## config.mk

```make
export PLATFORM = sky130hd
export DESIGN_NAME = gpu_stencil_sched_flat
export DESIGN_NICKNAME = d
export VERILOG_FILES = /design/src/rtl/gpu_stencil_sched_pkg.sv /design/src/rtl/gpu_stencil_sched_if.sv /design/src/rtl/gpu_stencil_sched_fill_fsm.sv /design/src/rtl/gpu_stencil_sched.sv /design/src/flat_wrapper.sv
export SDC_FILE = /design/constraint.sdc
export NUM_CORES = 1
export LEC_CHECK = 0
export BUFFER_PORTS_ARGS = -buffer_cell sky130_fd_sc_hd__buf_2
export CORE_MARGIN = 2
export CORE_UTILIZATION = 38
export DETAILED_ROUTE_END_ITERATION = 8
export PLACE_DENSITY = 0.65
export SLEW_MARGIN = 5
export SYNTH_ARGS = -nofsm -noshare
export SYNTH_HDL_FRONTEND = slang
export SYNTH_HIERARCHICAL = 1
export SYNTH_SLANG_ARGS = --single-unit
```

## constraint.sdc

```tcl
create_clock -name clk_i -period 6.79 [get_ports clk_i]
set_input_delay 1.0185 -clock clk_i [delete_from_list [all_inputs] [get_ports clk_i]]
set_output_delay 1.0185 -clock clk_i [all_outputs]
set_load 0.005 [all_outputs]
```

## src/rtl/gpu_stencil_sched_pkg.sv

```systemverilog
// Shared types and helpers for the stencil-cache scheduler: widths, fill state
// encoding and the cache bank-select function.
package gpu_stencil_pkg;

   localparam int unsigned ST_ADDR_W = 15;
   localparam int unsigned ST_CNT_W  = 15;
   localparam int unsigned ST_DATA_W = 16;
   localparam int unsigned ST_BANK_W = 3;

   typedef enum logic [1:0] {
      FILL_IDLE,
      FILL_RUN,
      FILL_DONE
   } fill_state_e;

   // Bank select uses only address bits [7:6] and [0].
   function automatic logic [ST_BANK_W-1:0] st_bank(input logic [7:0] addr);
      return {addr[7:6], addr[0]};
   endfunction

endpackage

```

## src/rtl/gpu_stencil_sched_if.sv

```systemverilog
// Stencil cache port bundle: the scheduler drives requests (master), the cache
// returns read data and its error flag (slave).
interface gpu_stencil_sched_if #(
   parameter int unsigned ADDR_W = 15
);
   import gpu_stencil_pkg::*;

   logic                 rd_req;
   logic [ADDR_W-1:0]    rd_addr;
   logic                 wr_req;
   logic [ADDR_W-1:0]    wr_addr;
   logic [ST_DATA_W-1:0] wr_mask;
   logic [ST_DATA_W-1:0] wr_value;
   logic [ST_DATA_W-1:0] rd_value;
   logic                 error;

   modport master (
      output rd_req, rd_addr, wr_req, wr_addr, wr_mask, wr_value,
      input  rd_value, error
   );

   modport slave (
      input  rd_req, rd_addr, wr_req, wr_addr, wr_mask, wr_value,
      output rd_value, error
   );
endinterface

```

## src/rtl/gpu_stencil_sched_fill_fsm.sv

```systemverilog
// Bulk fill engine: walks a word range issuing one masked write per granted
// cycle, then pulses done for one cycle.
module gpu_stencil_fill_fsm
   import gpu_stencil_pkg::*;
#(
   parameter int unsigned ADDR_W = ST_ADDR_W,
   parameter int unsigned CNT_W  = ST_CNT_W
) (
   input  logic                 clk_i,
   input  logic                 rst_i,
   input  logic                 start_i,
   input  logic [ADDR_W-1:0]    addr_i,
   input  logic [CNT_W-1:0]     count_i,
   input  logic [ST_DATA_W-1:0] mask_i,
   input  logic [ST_DATA_W-1:0] value_i,
   input  logic                 grant_i,
   output logic                 req_o,
   output logic [ADDR_W-1:0]    addr_o,
   output logic [ST_DATA_W-1:0] mask_o,
   output logic [ST_DATA_W-1:0] value_o,
   output logic                 busy_o,
   output logic                 done_o
);

   fill_state_e          state_q;
   logic [ADDR_W-1:0]    addr_q;
   logic [CNT_W-1:0]     count_q;
   logic [ST_DATA_W-1:0] mask_q;
   logic [ST_DATA_W-1:0] value_q;

   always_ff @(posedge clk_i) begin
      if (rst_i) begin
         state_q <= FILL_IDLE;
         addr_q  <= '0;
         count_q <= '0;
         mask_q  <= '0;
         value_q <= '0;
      end else begin
         case (state_q)
            FILL_IDLE: begin
               if (start_i) begin
                  addr_q  <= addr_i;
                  count_q <= count_i;
                  mask_q  <= mask_i;
                  value_q <= value_i;
                  state_q <= (count_i == '0) ? FILL_DONE : FILL_RUN;
               end
            end
            FILL_RUN: begin
               if (grant_i) begin
                  // Address wraps naturally at the top of the word space.
                  addr_q  <= addr_q + 1'b1;
                  count_q <= count_q - 1'b1;
                  if (count_q == CNT_W'(1)) begin
                     state_q <= FILL_DONE;
                  end
               end
            end
            FILL_DONE: state_q <= FILL_IDLE;
            default:   state_q <= FILL_IDLE;
         endcase
      end
   end

   assign req_o   = (state_q == FILL_RUN);
   assign addr_o  = addr_q;
   assign mask_o  = mask_q;
   assign value_o = value_q;
   assign busy_o  = (state_q != FILL_IDLE);
   assign done_o  = (state_q == FILL_DONE);

endmodule

```

## src/rtl/gpu_stencil_sched.sv

```systemverilog
// Stencil cache scheduler: arbitrates pixel and fill writes so no bank is written
// on consecutive cycles, and holds reads behind same-cycle same-address writes.
module gpu_stencil_sched
   import gpu_stencil_pkg::*;
#(
   parameter int unsigned ADDR_W = ST_ADDR_W,
   parameter int unsigned CNT_W  = ST_CNT_W
) (
   input  logic                 clk_i,
   input  logic                 rst_i,
   input  logic                 pix_wr_req_i,
   input  logic [ADDR_W-1:0]    pix_wr_addr_i,
   input  logic [ST_DATA_W-1:0] pix_wr_mask_i,
   input  logic [ST_DATA_W-1:0] pix_wr_value_i,
   output logic                 pix_wr_ack_o,
   input  logic                 pix_rd_req_i,
   input  logic [ADDR_W-1:0]    pix_rd_addr_i,
   output logic                 pix_rd_ack_o,
   output logic                 pix_rd_valid_o,
   output logic [ST_DATA_W-1:0] pix_rd_value_o,
   input  logic                 fill_start_i,
   input  logic [ADDR_W-1:0]    fill_addr_i,
   input  logic [CNT_W-1:0]     fill_count_i,
   input  logic [ST_DATA_W-1:0] fill_mask_i,
   input  logic [ST_DATA_W-1:0] fill_value_i,
   output logic                 fill_busy_o,
   output logic                 fill_done_o,
   gpu_stencil_sched_if.master  st,
   output logic                 sched_error_o
);

   logic                 fill_req;
   logic [ADDR_W-1:0]    fill_addr;
   logic [ST_DATA_W-1:0] fill_mask;
   logic [ST_DATA_W-1:0] fill_value;
   logic                 pix_gnt;
   logic                 fill_gnt;
   logic                 rd_gnt;
   logic                 pix_blk;
   logic                 fill_blk;

   logic [ST_BANK_W-1:0] last_bank_q, last_bank_d;
   logic                 last_valid_q, last_valid_d;
   logic                 rd_valid_q;
   logic                 err_q;

   gpu_stencil_fill_fsm #(
      .ADDR_W (ADDR_W),
      .CNT_W  (CNT_W)
   ) u_fill (
      .clk_i   (clk_i),
      .rst_i   (rst_i),
      .start_i (fill_start_i),
      .addr_i  (fill_addr_i),
      .count_i (fill_count_i),
      .mask_i  (fill_mask_i),
      .value_i (fill_value_i),
      .grant_i (fill_gnt),
      .req_o   (fill_req),
      .addr_o  (fill_addr),
      .mask_o  (fill_mask),
      .value_o (fill_value),
      .busy_o  (fill_busy_o),
      .done_o  (fill_done_o)
   );

   always_comb begin
      pix_blk  = last_valid_q && (st_bank(pix_wr_addr_i[7:0]) == last_bank_q);
      fill_blk = last_valid_q && (st_bank(fill_addr[7:0]) == last_bank_q);
      pix_gnt  = !rst_i && pix_wr_req_i && !pix_blk;
      // A blocked pixel write lets a fill word to a free bank through.
      fill_gnt = !rst_i && fill_req && !fill_blk && !pix_gnt;

      st.wr_req   = pix_gnt || fill_gnt;
      st.wr_addr  = '0;
      st.wr_mask  = '0;
      st.wr_value = '0;
      if (pix_gnt) begin
         st.wr_addr  = pix_wr_addr_i;
         st.wr_mask  = pix_wr_mask_i;
         st.wr_value = pix_wr_value_i;
      end else if (fill_gnt) begin
         st.wr_addr  = fill_addr;
         st.wr_mask  = fill_mask;
         st.wr_value = fill_value;
      end

      // Same address cannot be written two cycles running, so a stall lasts one cycle.
      rd_gnt     = !rst_i && pix_rd_req_i && !(st.wr_req && (pix_rd_addr_i == st.wr_addr));
      st.rd_req  = rd_gnt;
      st.rd_addr = rd_gnt ? pix_rd_addr_i : '0;

      last_bank_d  = st_bank(st.wr_addr[7:0]);
      last_valid_d = st.wr_req;
   end

   always_ff @(posedge clk_i) begin
      if (rst_i) begin
         last_bank_q  <= '0;
         last_valid_q <= 1'b0;
         rd_valid_q   <= 1'b0;
         err_q        <= 1'b0;
      end else begin
         last_bank_q  <= last_bank_d;
         last_valid_q <= last_valid_d;
         rd_valid_q   <= rd_gnt;
         err_q        <= err_q | st.error;
      end
   end

   assign pix_wr_ack_o   = pix_gnt;
   assign pix_rd_ack_o   = rd_gnt;
   assign pix_rd_valid_o = rd_valid_q;
   assign pix_rd_value_o = rd_valid_q ? st.rd_value : '0;
   assign sched_error_o  = err_q;

endmodule

```

## src/flat_wrapper.sv

```systemverilog
// flat-port wrapper written by rule: the top's interface ports become plain ports
module gpu_stencil_sched_flat import gpu_stencil_pkg::*;
#(
   parameter int unsigned ADDR_W = ST_ADDR_W,
   parameter int unsigned CNT_W  = ST_CNT_W
)
  (clk_i, rst_i, pix_wr_req_i, pix_wr_addr_i, pix_wr_mask_i, pix_wr_value_i, pix_wr_ack_o, pix_rd_req_i, pix_rd_addr_i, pix_rd_ack_o, pix_rd_valid_o, pix_rd_value_o, fill_start_i, fill_addr_i, fill_count_i, fill_mask_i, fill_value_i, fill_busy_o, fill_done_o, sched_error_o, st_rd_req, st_rd_addr, st_wr_req, st_wr_addr, st_wr_mask, st_wr_value, st_rd_value, st_error);
  gpu_stencil_sched_if #(.ADDR_W(ADDR_W)) st_i ();
  input  logic clk_i;
  input  logic rst_i;
  input  logic pix_wr_req_i;
  input  logic [ADDR_W-1:0] pix_wr_addr_i;
  input  logic [ST_DATA_W-1:0] pix_wr_mask_i;
  input  logic [ST_DATA_W-1:0] pix_wr_value_i;
  output logic pix_wr_ack_o;
  input  logic pix_rd_req_i;
  input  logic [ADDR_W-1:0] pix_rd_addr_i;
  output logic pix_rd_ack_o;
  output logic pix_rd_valid_o;
  output logic [ST_DATA_W-1:0] pix_rd_value_o;
  input  logic fill_start_i;
  input  logic [ADDR_W-1:0] fill_addr_i;
  input  logic [CNT_W-1:0] fill_count_i;
  input  logic [ST_DATA_W-1:0] fill_mask_i;
  input  logic [ST_DATA_W-1:0] fill_value_i;
  output logic fill_busy_o;
  output logic fill_done_o;
  output logic sched_error_o;
  output wire logic [$bits(st_i.rd_req)-1:0] st_rd_req;
  output wire logic [$bits(st_i.rd_addr)-1:0] st_rd_addr;
  output wire logic [$bits(st_i.wr_req)-1:0] st_wr_req;
  output wire logic [$bits(st_i.wr_addr)-1:0] st_wr_addr;
  output wire logic [$bits(st_i.wr_mask)-1:0] st_wr_mask;
  output wire logic [$bits(st_i.wr_value)-1:0] st_wr_value;
  input wire logic [$bits(st_i.rd_value)-1:0] st_rd_value;
  input wire logic [$bits(st_i.error)-1:0] st_error;
  assign st_rd_req = st_i.rd_req;
  assign st_rd_addr = st_i.rd_addr;
  assign st_wr_req = st_i.wr_req;
  assign st_wr_addr = st_i.wr_addr;
  assign st_wr_mask = st_i.wr_mask;
  assign st_wr_value = st_i.wr_value;
  assign st_i.rd_value = st_rd_value;
  assign st_i.error = st_error;
  gpu_stencil_sched #(.ADDR_W(ADDR_W), .CNT_W(CNT_W)) u_core (.clk_i(clk_i), .rst_i(rst_i), .pix_wr_req_i(pix_wr_req_i), .pix_wr_addr_i(pix_wr_addr_i), .pix_wr_mask_i(pix_wr_mask_i), .pix_wr_value_i(pix_wr_value_i), .pix_wr_ack_o(pix_wr_ack_o), .pix_rd_req_i(pix_rd_req_i), .pix_rd_addr_i(pix_rd_addr_i), .pix_rd_ack_o(pix_rd_ack_o), .pix_rd_valid_o(pix_rd_valid_o), .pix_rd_value_o(pix_rd_value_o), .fill_start_i(fill_start_i), .fill_addr_i(fill_addr_i), .fill_count_i(fill_count_i), .fill_mask_i(fill_mask_i), .fill_value_i(fill_value_i), .fill_busy_o(fill_busy_o), .fill_done_o(fill_done_o), .st(st_i), .sched_error_o(sched_error_o));
endmodule
```

== After elaboration in Yosys (flattened, before gate mapping) ==
Index checks and enable logic that the tools add are counted.
Storage, ports and cells
  register bits: 70
  output and inout bits: 86
  logic and storage cells: 63
Cells by class
  muxes and demuxes: 19
  equality and inequality tests: 9
  add/subtract/negate cells: 2
  reduce and logical (&&, ||, !) cells: 23
  bitwise gates (word level): 1
Operators by type and width (number)
  $mux W15: 7
  $mux W16: 5
  $pmux W15 S2: 2
  $add A15 B1 Y15 const B: 1
  $eq A15 B1 Y1 const B: 1
  $eq A15 B15 Y1: 1
  $logic_not A15 Y1: 1
  $sub A15 B1 Y15 const B: 1
  $logic_and A1 B1 Y1: 10
  $mux W2: 4
  $eq A3 B3 Y1: 2
  $ne A2 B2 Y1 const B: 3
  $reduce_and A3 Y1: 2
  $logic_not A1 Y1: 5
  $pmux W2 S2: 1
  $reduce_bool A2 Y1: 2
  $eq A2 B1 Y1 const B: 1
  $eq A2 B2 Y1 const B: 1
  $logic_not A2 Y1: 1
  $reduce_and A2 Y1: 1
  $logic_or A1 B1 Y1: 1
  $or A1 B1 Y1: 1

== Depth between registers and ports, before layout ==
Gate-level depths: netlist (run 1).
  word-level depth: 13
  mapped depth: 12

== Cells and area by module ==
The synthesis (run 1) kept the hierarchy.
By module, submodules not included
  gpu_stencil_fill_fsm: area each 3190.6 sq um, sequential area each 1281.2 sq um, cells each 415, instances 1
  gpu_stencil_sched: area each 1620.3 sq um, sequential area each 120.1 sq um, cells each 219, instances 1

== Least setup slack after synthesis (run 1) ==
OpenSTA, ideal clock, no wires.
  path kind: input-to-output
  from: in pix_wr_addr_i[0]
  to: out st_rd_addr[10]
  data required time: 5772 ps
  path slack: 2604 ps
  arrival: 3167 ps
  stages: 8
  cell sequence: xor2_1 o41ai_4 mux2_2 xor2_1 a2111oi_4 a311oi_2 buf_2 and2_1
Between the ends
  word-level cells in the longest chain between the ends: 13
  elaborated cells on any way between the ends: 14
  classes of those cells: 2 x eq/ne; 3 x mux; 9 x reduce/logical
RTL lines
  start: declaration: RTL line flat_wrapper.sv:12  | input logic [ADDR_W-1:0] pix_wr_addr_i;
  $eq A3 B3 Y1: RTL line gpu_stencil_sched.sv:68  | pix_blk = last_valid_q && (st_bank(pix_wr_addr_i[7:0]) == last_bank_q);
  $logic_and A1 B1 Y1: RTL line gpu_stencil_sched.sv:68
  $logic_not A1 Y1: RTL line gpu_stencil_sched.sv:70  | pix_gnt = !rst_i && pix_wr_req_i && !pix_blk;
  $logic_and A1 B1 Y1: RTL line gpu_stencil_sched.sv:70
  $logic_not A1 Y1: RTL line gpu_stencil_sched.sv:72  | fill_gnt = !rst_i && fill_req && !fill_blk && !pix_gnt;
  $logic_and A1 B1 Y1: RTL line gpu_stencil_sched.sv:72
  $mux W15: RTL line gpu_stencil_sched.sv:82  | end else if (fill_gnt) begin
  $mux W15 (*): RTL line gpu_stencil_sched.sv:78  | if (pix_gnt) begin
  named net st_wr_addr[0]: RTL line flat_wrapper.sv:32  | output wire logic [$bits(st_i.wr_addr)-1:0] st_wr_addr;
  $eq A15 B15 Y1 (*): RTL line gpu_stencil_sched.sv:89  | rd_gnt = !rst_i && pix_rd_req_i && !(st.wr_req && (pix_rd_addr_i == st.wr_addr));
  $logic_and A1 B1 Y1 (*): RTL line gpu_stencil_sched.sv:89
  $logic_not A1 Y1 (*): RTL line gpu_stencil_sched.sv:89
  $logic_and A1 B1 Y1 (*): RTL line gpu_stencil_sched.sv:89
  named net pix_rd_ack_o: RTL line flat_wrapper.sv:18  | output logic pix_rd_ack_o;
  $mux W15 (*): RTL line gpu_stencil_sched.sv:91  | st.rd_addr = rd_gnt ? pix_rd_addr_i : '0;
  end: declaration: RTL line flat_wrapper.sv:30  | output wire logic [$bits(st_i.rd_addr)-1:0] st_rd_addr;
Mark *: on every way through the listed nets, which the timed path passes. The rest lies on a longest branch.

== Worst setup path in the final report (run 1) ==
  from: in rst_i
  to: out st_rd_addr[9]
Between the ends
  word-level cells in the longest chain between the ends: 12
  elaborated cells on any way between the ends: 16
  classes of those cells: 1 x eq/ne; 3 x mux; 12 x reduce/logical
RTL lines
  start: declaration: RTL line flat_wrapper.sv:10  | input logic rst_i;
  $logic_not A1 Y1 (*): RTL line gpu_stencil_sched.sv:70, gpu_stencil_sched.sv:72, gpu_stencil_sched.sv:89
  $logic_and A1 B1 Y1 (2 in series): RTL line gpu_stencil_sched.sv:70
  $logic_not A1 Y1: RTL line gpu_stencil_sched.sv:72
  $logic_and A1 B1 Y1: RTL line gpu_stencil_sched.sv:72
  $mux W15: RTL line gpu_stencil_sched.sv:82
  $mux W15: RTL line gpu_stencil_sched.sv:78
  $eq A15 B15 Y1: RTL line gpu_stencil_sched.sv:89
  $logic_and A1 B1 Y1: RTL line gpu_stencil_sched.sv:89
  $logic_not A1 Y1: RTL line gpu_stencil_sched.sv:89
  $logic_and A1 B1 Y1 (*): RTL line gpu_stencil_sched.sv:89
  $mux W15 (*): RTL line gpu_stencil_sched.sv:91
Every way passes the cells marked *; elsewhere a longest branch is shown, timed or not.

==> results of run 1 <==
worst min-delay path: cells and delay by family, from the launching register on:
| family | cells | cell delay [ps] |
|---|---|---|
| flip-flops | 1 | 310 |
| AND/OR/NAND/NOR | 1 | 50 |
| AO/OA/AOI/OAI | 1 | 50 |
cells by family (layout without fill, tap and decap cells):
logic type	count (synthesis)	count (layout)	synth area share, %
AND/OR/NAND/NOR	248	248	26.5
multiplexers	6	6	1.30
AO/OA/AOI/OAI	217	217	33.1
buffers and inverters	74	284	6.32
flip-flops	70	70	29.1
XOR/XNOR	16	16	2.91
adder cells (fa/ha/maj)	3	3	0.780
layer usage:
metal	share of wire (%)	GRT usage, %
met2	48	42.8
met4	5.0	16.4
met3	9.1	6.18
met5	0	0
met1	38	28.8
sequential cells by signal, summed over array words and instances (netlist names):
register               count
u_core/last_bank_q         3
u_core/u_fill/count_q     15
u_core/pix_rd_valid_o      1
u_core/last_valid_q        1
u_core/u_fill/state_q      2
u_core/u_fill/addr_o      15
u_core/sched_error_o       1
u_core/u_fill/mask_o      16
u_core/u_fill/value_o     16
through the flow:
stage	total power, mW	instances
after floorplan	0.761	634
after global placement	0.913	1000
after detailed placement	0.913	1000
after CTS	1.35	1016
after global routing	1.42	1016
final	1.34	1016
layout make-up:
type | instances | area share [%]
clock buffer | 9 | 3.56
clock inverter | 7 | 0.752
inverter | 30 | 1.78
multi-input combinational | 490 | 49.2
sequential | 70 | 22.2
tap | 172 | 3.40
timing repair buffer | 238 | 19.1
worst paths after layout:
check | startpoint | end | slack (ps)
setup / recovery | rst_i | st_rd_addr[9] | 1680
hold / removal | u_core/u_fill/value_o[9] | u_core/u_fill/value_o[9] | 450
setup reg to reg | u_core/last_valid_q | u_core/u_fill/addr_o[7] | 2870
hold reg to reg | u_core/u_fill/value_o[9] | u_core/u_fill/value_o[9] | 450
synth_stat cells (4+ instances only):
library cell,number
nand2_1,101
dfxtp_1,70
a21oi_1,58
a22o_1,39
and2_1,33
inv_1,28
nor2_1,27
o21ai_0,26
clkbuf_1,24
buf_2,18
a211oi_1,12
nand3_1,12
nor3_1,11
nand4_1,10
o22ai_1,9
nor2b_1,8
nor4_1,8
xnor2_1,8
xor2_1,8
a41oi_1,7
nand3b_1,6
o211ai_1,6
a221oi_1,5
and3_1,5
nand2b_1,5
o211a_1,5
o41ai_1,5
a311oi_1,4
mux2i_1,4
power by group through the flow:
stage	registers [mW]	logic [mW]	clock network, mW
global route	0.519	0.443	0.463
floorplan	0.498	0.263	0
global placement	0.520	0.393	0
finish	0.512	0.398	0.432
CTS	0.511	0.395	0.444
detailed placement	0.519	0.393	0
==> reports/metrics.cfg, run 1 <==
[outcome]
status = finished clean

[synthesis]
synth.ff_latch_count = 70
synthesis.nets = 783
yosys-top-cells-area = dfxtp_1 (29%), nand2_1 (7.9%), a22o_1 (7.1%)
ys.flop_type = dfxtp_1
yosysTopAreaCell = dfxtp_1
synth.avg_cell_area_sq_um = 7.59
ys_seq_area_share_pct = 29.1
synth_edf_count = 0
yosysUniqueCellTypes = 72
syn_inst = 634
yosysTopAreaCellShare_pct = 29.1
synth_area_sq_um = 4810
async_flop_share_pct = 0
ys.warnings.count = 6

[power]
p_leak_nw = 2.94
p_int_uw = 867
power_density_nw_per_um2 = 212
p_switching_uw = 475
irDropWorstVdd_v = 0.0000875
pwr-share-clk_pct = 32.2
comb_power_share_pct = 29.7
netSwitchingFraction_pct = 35.4
seqPwrFrac_pct = 38.1

[hold_path]
min_path_type = reg -> reg
whs_path_depth = 2

[place]
place_area_sq_um = 6050
pre_cts_ws_ps = 1670
port_buffers = 231
dp_hpwl_mm = 13.4
routabilityCongestion = 0.976

[timing]
post-route-period-util_pct = 75.2
hold_slack_ps = 453
maxSlewViolCount = 0
min_period_ps = 5110
tns_ps = 0
rsz0062_at_grt = no
finClkSkew_ps = 6.54
setup_viol_count_final = 0
tightest_slew_ps = 937
finalWorstSetupSlack_ps = 1680
max_freq_mhz = 196
slew-limit-headroom_pct = 36.8
final-hold-violation-count = 0

[final_layout]
multi_input_area_sq_um = 3110
drive_above_1_share_pct = 32.7
seq_area_sq_um = 1400
fill_cells = 1289
final_cell_mix = buf_2 (231), nand2_1 (101), dfxtp_1 (70), a21oi_1 (58), a22o_1 (39)
layout_commonest_cell = buf_2
design_area_sq_um = 6320
nets = 988
diodes = 0
syn_to_final_growth_pct = 31.4
final_core_util_pct = 50.7

[worst_setup_path]
required_ps = 5770
end_kind = output pin
path_depth = 10
path_cells = buf_2 > nor2b_1 > o41ai_4 > inv_2 > nor2_4 > a31oi_1 > a2111oi_4 > a311oi_2 > and2_1 > buf_2
worstRegToRegCells = 10
slowest_stage = a311oi_2
path_buf_inv = 3
path_common_cell = buf_2
path_class = in -> out
startpoint_type = primary input
critical-path-top-delay-family = compound AO/OA/AOI/OAI gates
path_max_fanout = 51
critPathArrivalTime_ps = 4090
slowest_delay_ps = 790

[cts]
cts_buffers = 9
cts_setup_buffers = 0
path_clk_slew_ps = 60
cts_sinks = 70
cts_tree = yes
hold_buffers = 0
cts_buffer_depth = 2
clock_latency_ps = 330
cts-resized-gates = 0
htree_levels = 3
cts-root-buf = clkbuf_16

[die]
rows = 41
die-width_um = 117
die_h_um = 117
io_pins = 232
core-area_sq_um = 12500
die_area_sq_um = 13600
initial_core_util_pct = 38.6

[grt]
grt_pass1_vias = 5130
overflow = 0
grt_first_pass_wirelength_mm = 26.6
track_usage_pct = 25.5
grt_max_degree = 52
antenna_found_initial = 0

[drt]
drtIter0Drc = 381
drtPass1Iterations = 5
vias = 5761
post-route-drc-count = 0
avgRoutedWirePerCell_um = 17.5
vias_per_cell = 5.67
routed_wl_mm = 17.8
postRouteAntennaNets = 0

[run]
drv_cap = 0

Power figures use the tool's default switching activity.
==> run 2, diff against run 1 <==
==> constraint.sdc (replaced) <==
create_clock -name clk_i -period 5.3 [get_ports clk_i]
set_input_delay 0.795 -clock clk_i [delete_from_list [all_inputs] [get_ports clk_i]]
set_output_delay 0.795 -clock clk_i [all_outputs]
set_load 0.005 [all_outputs]
==> run 2 against run 1 <==
  * Setup slack lost 770 ps
  * Critical path type is now reg -> out
  * Critical path depth grew 2
  * Cell count grew 0.59%
  * Clock power grew 50%
  * Hold slack gained 3.2 ps
==> reports/metrics.cfg, run 2 (synthesis gave the netlist of run 1 again) <==
[final_layout]
fill_cells = 1285
final_core_util_pct = 51.5
seq_area_sq_um = 1400
syn_to_final_growth_pct = 33.3
multi_input_area_sq_um = 3110
nets = 993
final_cell_mix = buf_2 (231), nand2_1 (101), dfxtp_1 (70), a21oi_1 (58), a22o_1 (39)
layout_commonest_cell = buf_2
drive_above_1_share_pct = 33.1
design_area_sq_um = 6410

[timing]
min_period_ps = 4390
final-hold-violation-count = 0
max_freq_mhz = 228
post-route-period-util_pct = 82.9
tns_ps = 0
rsz0062_at_grt = no
setup_viol_count_final = 0
finClkSkew_ps = 6.30
hold_slack_ps = 456
slew-limit-headroom_pct = 39.6
tightest_slew_ps = 894
maxSlewViolCount = 0

[cts]
cts-resized-gates = 0
htree_levels = 3
cts_setup_buffers = 0
cts_buffer_depth = 2
cts-root-buf = clkbuf_16
cts_buffers = 9
clock_latency_ps = 330
cts_tree = yes
hold_buffers = 0
path_clk_slew_ps = 60
cts_sinks = 70

[worst_setup_path]
path_class = reg -> out
worstSetupEndpoint = st_rd_addr[13]
startpoint_type = register
critPathArrivalTime_ps = 3600
worstRegToRegCells = 11
required_ps = 4510
end_kind = output pin
r2r_slack_ps = 2030
timing.rr.start = u_core/u_fill/state_q[0]
path_max_fanout = 35
cp-startpoint = u_core/u_fill/state_q[0]
reg2reg_to = u_core/u_fill/addr_o[6]

[drt]
postRouteAntennaNets = 0
routed_wl_mm = 18.1
vias_per_cell = 5.60
drtPass1Iterations = 5
post-route-drc-count = 0
drtIter0Drc = 414
avgRoutedWirePerCell_um = 17.7
vias = 5727

[power]
power_mw = 1.82
power_density_nw_per_um2 = 284
irDropWorstVdd_v = 0.000175
p_leak_nw = 2.99

[outcome]
status = finished clean

[die]
initial_core_util_pct = 38.6
die_h_um = 117
die-width_um = 117
rows = 41
core-area_sq_um = 12500
io_pins = 232
die_area_sq_um = 13600

[grt]
grt_pass1_vias = 5079
grt_max_degree = 41
track_usage_pct = 25.6
antenna_found_initial = 1
grt_first_pass_wirelength_mm = 26.8
overflow = 0

[run]
drv_cap = 0

[place]
routabilityCongestion = 1.00
port_buffers = 231
dp_hpwl_mm = 13.6
place_area_sq_um = 6090

[hold_path]
min_path_type = reg -> reg

-- run 2: changes by cell type in the layout (fill, tap and decap cells not counted) --
| cell | delta |
|---|---|
| clkinv_2 | -2 |
| diode_2 | +1 |
| inv_6 | -2 |
| bufinv_16 | +2 |
| buf_4 | +5 |
| clkinv_4 | +3 |
| clkinvlp_4 | -1 |
-- run 2: worst min-delay path by stage --
| stage | start | end | slack [ps] | cells past startpoint |
|---|---|---|---|---|
| floorplan | u_core/u_fill/mask_o[0] | u_core/u_fill/mask_o[0] | 440 | 2 |
| global placement | u_core/sched_error_o | u_core/sched_error_o | 440 | 2 |
| detailed placement | u_core/u_fill/value_o[10] | u_core/u_fill/value_o[10] | 450 | 2 |
| CTS | u_core/u_fill/value_o[10] | u_core/u_fill/value_o[10] | 460 | 2 |
| global route | u_core/u_fill/value_o[10] | u_core/u_fill/value_o[10] | 470 | 2 |
| finish | u_core/u_fill/mask_o[1] | u_core/u_fill/mask_o[1] | 460 | 2 |
-- run 2: where the power goes --
| group | leakage, nW | internal, mW | switching, mW |
|---|---|---|---|
| registers | 0.576 | 0.580 | 0.0767 |
| clock network | 0.156 | 0.413 | 0.236 |
| logic | 2.26 | 0.218 | 0.297 |
| total | 2.99 | 1.21 | 0.610 |
-- run 2: routing by layer --
metal / GRT usage, % / wire length, um / vias up / part of all wire [%]
met4: 15.7 / 923 / 0 / 5.1
li1: - / - / 2763 / -
met1: 30.3 / 7110 / 2587 / 39
met5: 0 / 0 / - / 0
met3: 6.23 / 1660 / 60 / 9.2
met2: 41.9 / 8380 / 317 / 46
-- run 2: stage by stage --
step                cells  setup slack (ps)
finish               1022               908
floorplan             634              1560
global placement     1005              1020
global route         1022               608
detailed placement   1005               941
CTS                  1021               872
-- run 2: layout make-up --
cell class	count	area share [%]
clock inverter	7	1.54
timing repair buffer	243	19.4
antenna	1	0.0390
tap	172	3.35
multi-input combinational	490	48.5
inverter	30	1.76
sequential	70	21.8
clock buffer	9	3.51
-- run 2: critical path: stages (launching register included) --
cell	delay, ps
dfxtp_1	300
buf_4	300
nand2b_1	130
inv_2	320
nor2b_1	250
o41a_1	420
nand3_1	160
a32o_1	300
nor4_2	350
a311oi_2	210
buf_4	220
and2_1	160
buf_2	120
==> run 3, diff against run 2 <==
--- a/config.mk
+++ b/config.mk
@@ -5,11 +5,12 @@
 export SDC_FILE = /design/constraint.sdc
 export NUM_CORES = 1
 export LEC_CHECK = 0
+export ABC_AREA = 1
 export BUFFER_PORTS_ARGS = -buffer_cell sky130_fd_sc_hd__buf_2
 export CORE_MARGIN = 2
 export CORE_UTILIZATION = 38
 export DETAILED_ROUTE_END_ITERATION = 8
-export PLACE_DENSITY = 0.65
+export PLACE_DENSITY = 0.67
 export SLEW_MARGIN = 5
 export SYNTH_ARGS = -nofsm -noshare
 export SYNTH_HDL_FRONTEND = slang
==> constraint.sdc (replaced) <==
create_clock -name clk_i -period 3.8 [get_ports clk_i]
set_input_delay 0.57 -clock clk_i [delete_from_list [all_inputs] [get_ports clk_i]]
set_output_delay 0.57 -clock clk_i [all_outputs]
set_load 0.005 [all_outputs]
==> run 3 against run 2 <==
  * Sequential power up 63%
  * Cell count up 16%
  * Clock power up 43%
  * First-iteration DRC count down 9.7%
  * Via count up 1.4%
  * Setup slack worse by 430 ps
  * Count of clock-buffer cells in the layout up 1
  * Largest cell class unchanged
==> reports/metrics.cfg, run 3 <==
[outcome]
status = finished clean

[die]
rows = 41
io_pins = 232
die-width_um = 117
initial_core_util_pct = 38.7
die_h_um = 117
core-area_sq_um = 12500
die_area_sq_um = 13700

[cts]
clock_latency_ps = 330
hold_buffers = 0
cts_buffer_depth = 2
cts_setup_buffers = 0
cts_sinks = 70
cts_tree = yes
path_clk_slew_ps = 60
cts-resized-gates = 0
cts_buffers = 9
htree_levels = 3
cts-root-buf = clkbuf_16

[final_layout]
final_cell_mix = buf_2 (231), nand2_1 (205), nor2_1 (165), inv_1 (78), dfxtp_1 (70)
drive_above_1_share_pct = 28.8
nets = 1162
final_core_util_pct = 50.7
diodes = 0
syn_to_final_growth_pct = 31.1
layout_commonest_cell = buf_2

[hold_path]
min_path_type = in -> reg
whs_path_depth = 3

[synthesis]
synth.avg_cell_area_sq_um = 6.04
yosysUniqueCellTypes = 37
async_flop_share_pct = 0
synthTopCellsByCount = nand2_1 (205), nor2_1 (166), inv_1 (78), dfxtp_1 (70), nand3_1 (64)
synthesis.nets = 951
yosysTopAreaCellShare_pct = 28.9
synth.most_common_cell = nand2_1
syn_inst = 802
ys_seq_area_share_pct = 28.9
synth_area_sq_um = 4840
yosys-top-cells-area = dfxtp_1 (29%), nand2_1 (16%), nor2_1 (13%)
yosysTopAreaCell = dfxtp_1
synth.ff_latch_count = 70
ys.warnings.count = 6
ys.flop_type = dfxtp_1
synth_edf_count = 0

[timing]
post-route-period-util_pct = 87.5
final-hold-violation-count = 0
setup_viol_count_final = 0
rsz0062_at_grt = no
tns_ps = 0
tightest_slew_ps = 577
max_freq_mhz = 301
maxSlewViolCount = 0
min_period_ps = 3320
slew-limit-headroom_pct = 61.5
finClkSkew_ps = 6.99

[worst_setup_path]
path_max_fanout = 17
worstRegToRegCells = 16
end_kind = output pin
r2r_slack_ps = 1210
required_ps = 3230
startpoint_type = register
path_class = reg -> out
critPathArrivalTime_ps = 2750

[place]
routabilityCongestion = 0.889
port_buffers = 231
dp_hpwl_mm = 12.0

[drt]
vias_per_cell = 4.88
postRouteAntennaNets = 0
vias = 5806
drtIter0Drc = 374
post-route-drc-count = 0
avgRoutedWirePerCell_um = 13.4
drtPass1Iterations = 5
routed_wl_mm = 16.0

[grt]
overflow = 0
grt_pass1_vias = 5100
grt_max_degree = 37
track_usage_pct = 22.5
grt_first_pass_wirelength_mm = 24.5
antenna_found_initial = 0

[power]
p_leak_nw = 3.44
power_density_nw_per_um2 = 505
irDropWorstVdd_v = 0.000282

[run]
drv_cap = 0

run 3: final timing paths:
path | start | end
max | u_core/u_fill/addr_o[7] | pix_rd_ack_o
min | st_error | u_core/sched_error_o
max reg2reg | u_core/last_bank_q[2] | u_core/u_fill/addr_o[10]
min reg2reg | u_core/sched_error_o | u_core/sched_error_o
run 3: final cells by class:
type / count / area, sq um
Clock inverter: 6 / 85.1
Sequential cell: 70 / 1400
Inverter: 85 / 327
Multi-Input combinational cell: 608 / 2870
Timing Repair Buffer: 239 / 1220
Clock buffer: 10 / 239
Tap cell: 172 / 215
Fill cell: 1382 / 6170
run 3: per-layer routing:
layer  up-vias  wire length [um]  track usage, %
met5         -                 0               0
met4         0               208            6.75
met3        15              1180            4.79
met2       206              7490            37.4
met1      2587              7090            29.5
li1       2998                 -               -
run 3: report_power, final:
part | switching, mW | internal [mW] | leakage, nW | total, mW
clock network | 0.338 | 0.591 | 0.154 | 0.928
logic | 0.762 | 0.444 | 2.70 | 1.21
registers | 0.178 | 0.893 | 0.580 | 1.07
total | 1.28 | 1.93 | 3.44 | 3.21
run 3: logic make-up (layout without fill, tap and decap cells):
group | count (synthesis) | count (layout) | share of synthesized area (%)
and+or+nand+nor | 467 | 467 | 40.3
AOI/OAI and AO/OA | 138 | 138 | 18.1
buffers and inverters | 124 | 340 | 11.9
DFF | 70 | 70 | 28.9
adders and majority gates | 3 | 3 | 0.775
run 3: per-stage QoR:
stage	hold slack [ps]	power [mW]	worst slack, ps	cell area [sq um]	std cells
5_1_grt	456	3.45	126	6350	1190
4_1_cts	442	3.22	468	6350	1190
3_3_place_gp	447	2.27	738	6030	1174
2_1_floorplan	456	1.96	1060	4840	802
6_report	449	3.21	476	6350	1190
3_5_place_dp	454	2.27	716	6030	1174
run 3: critical path, cell delays in order, from the launching register on:
cell and delay (ps):
dfxtp_1 500, inv_1 100, nand2_1 90, nand2_1 50, nand2_1 60, nor2_1 40, nor2_2 430, nand3_1 250
nand3_1 140, nand2_1 60, nor2_1 100, nand2_1 60, nor2_1 90, nand2_1 90, nand2_4 170, inv_1 70
buf_2 120
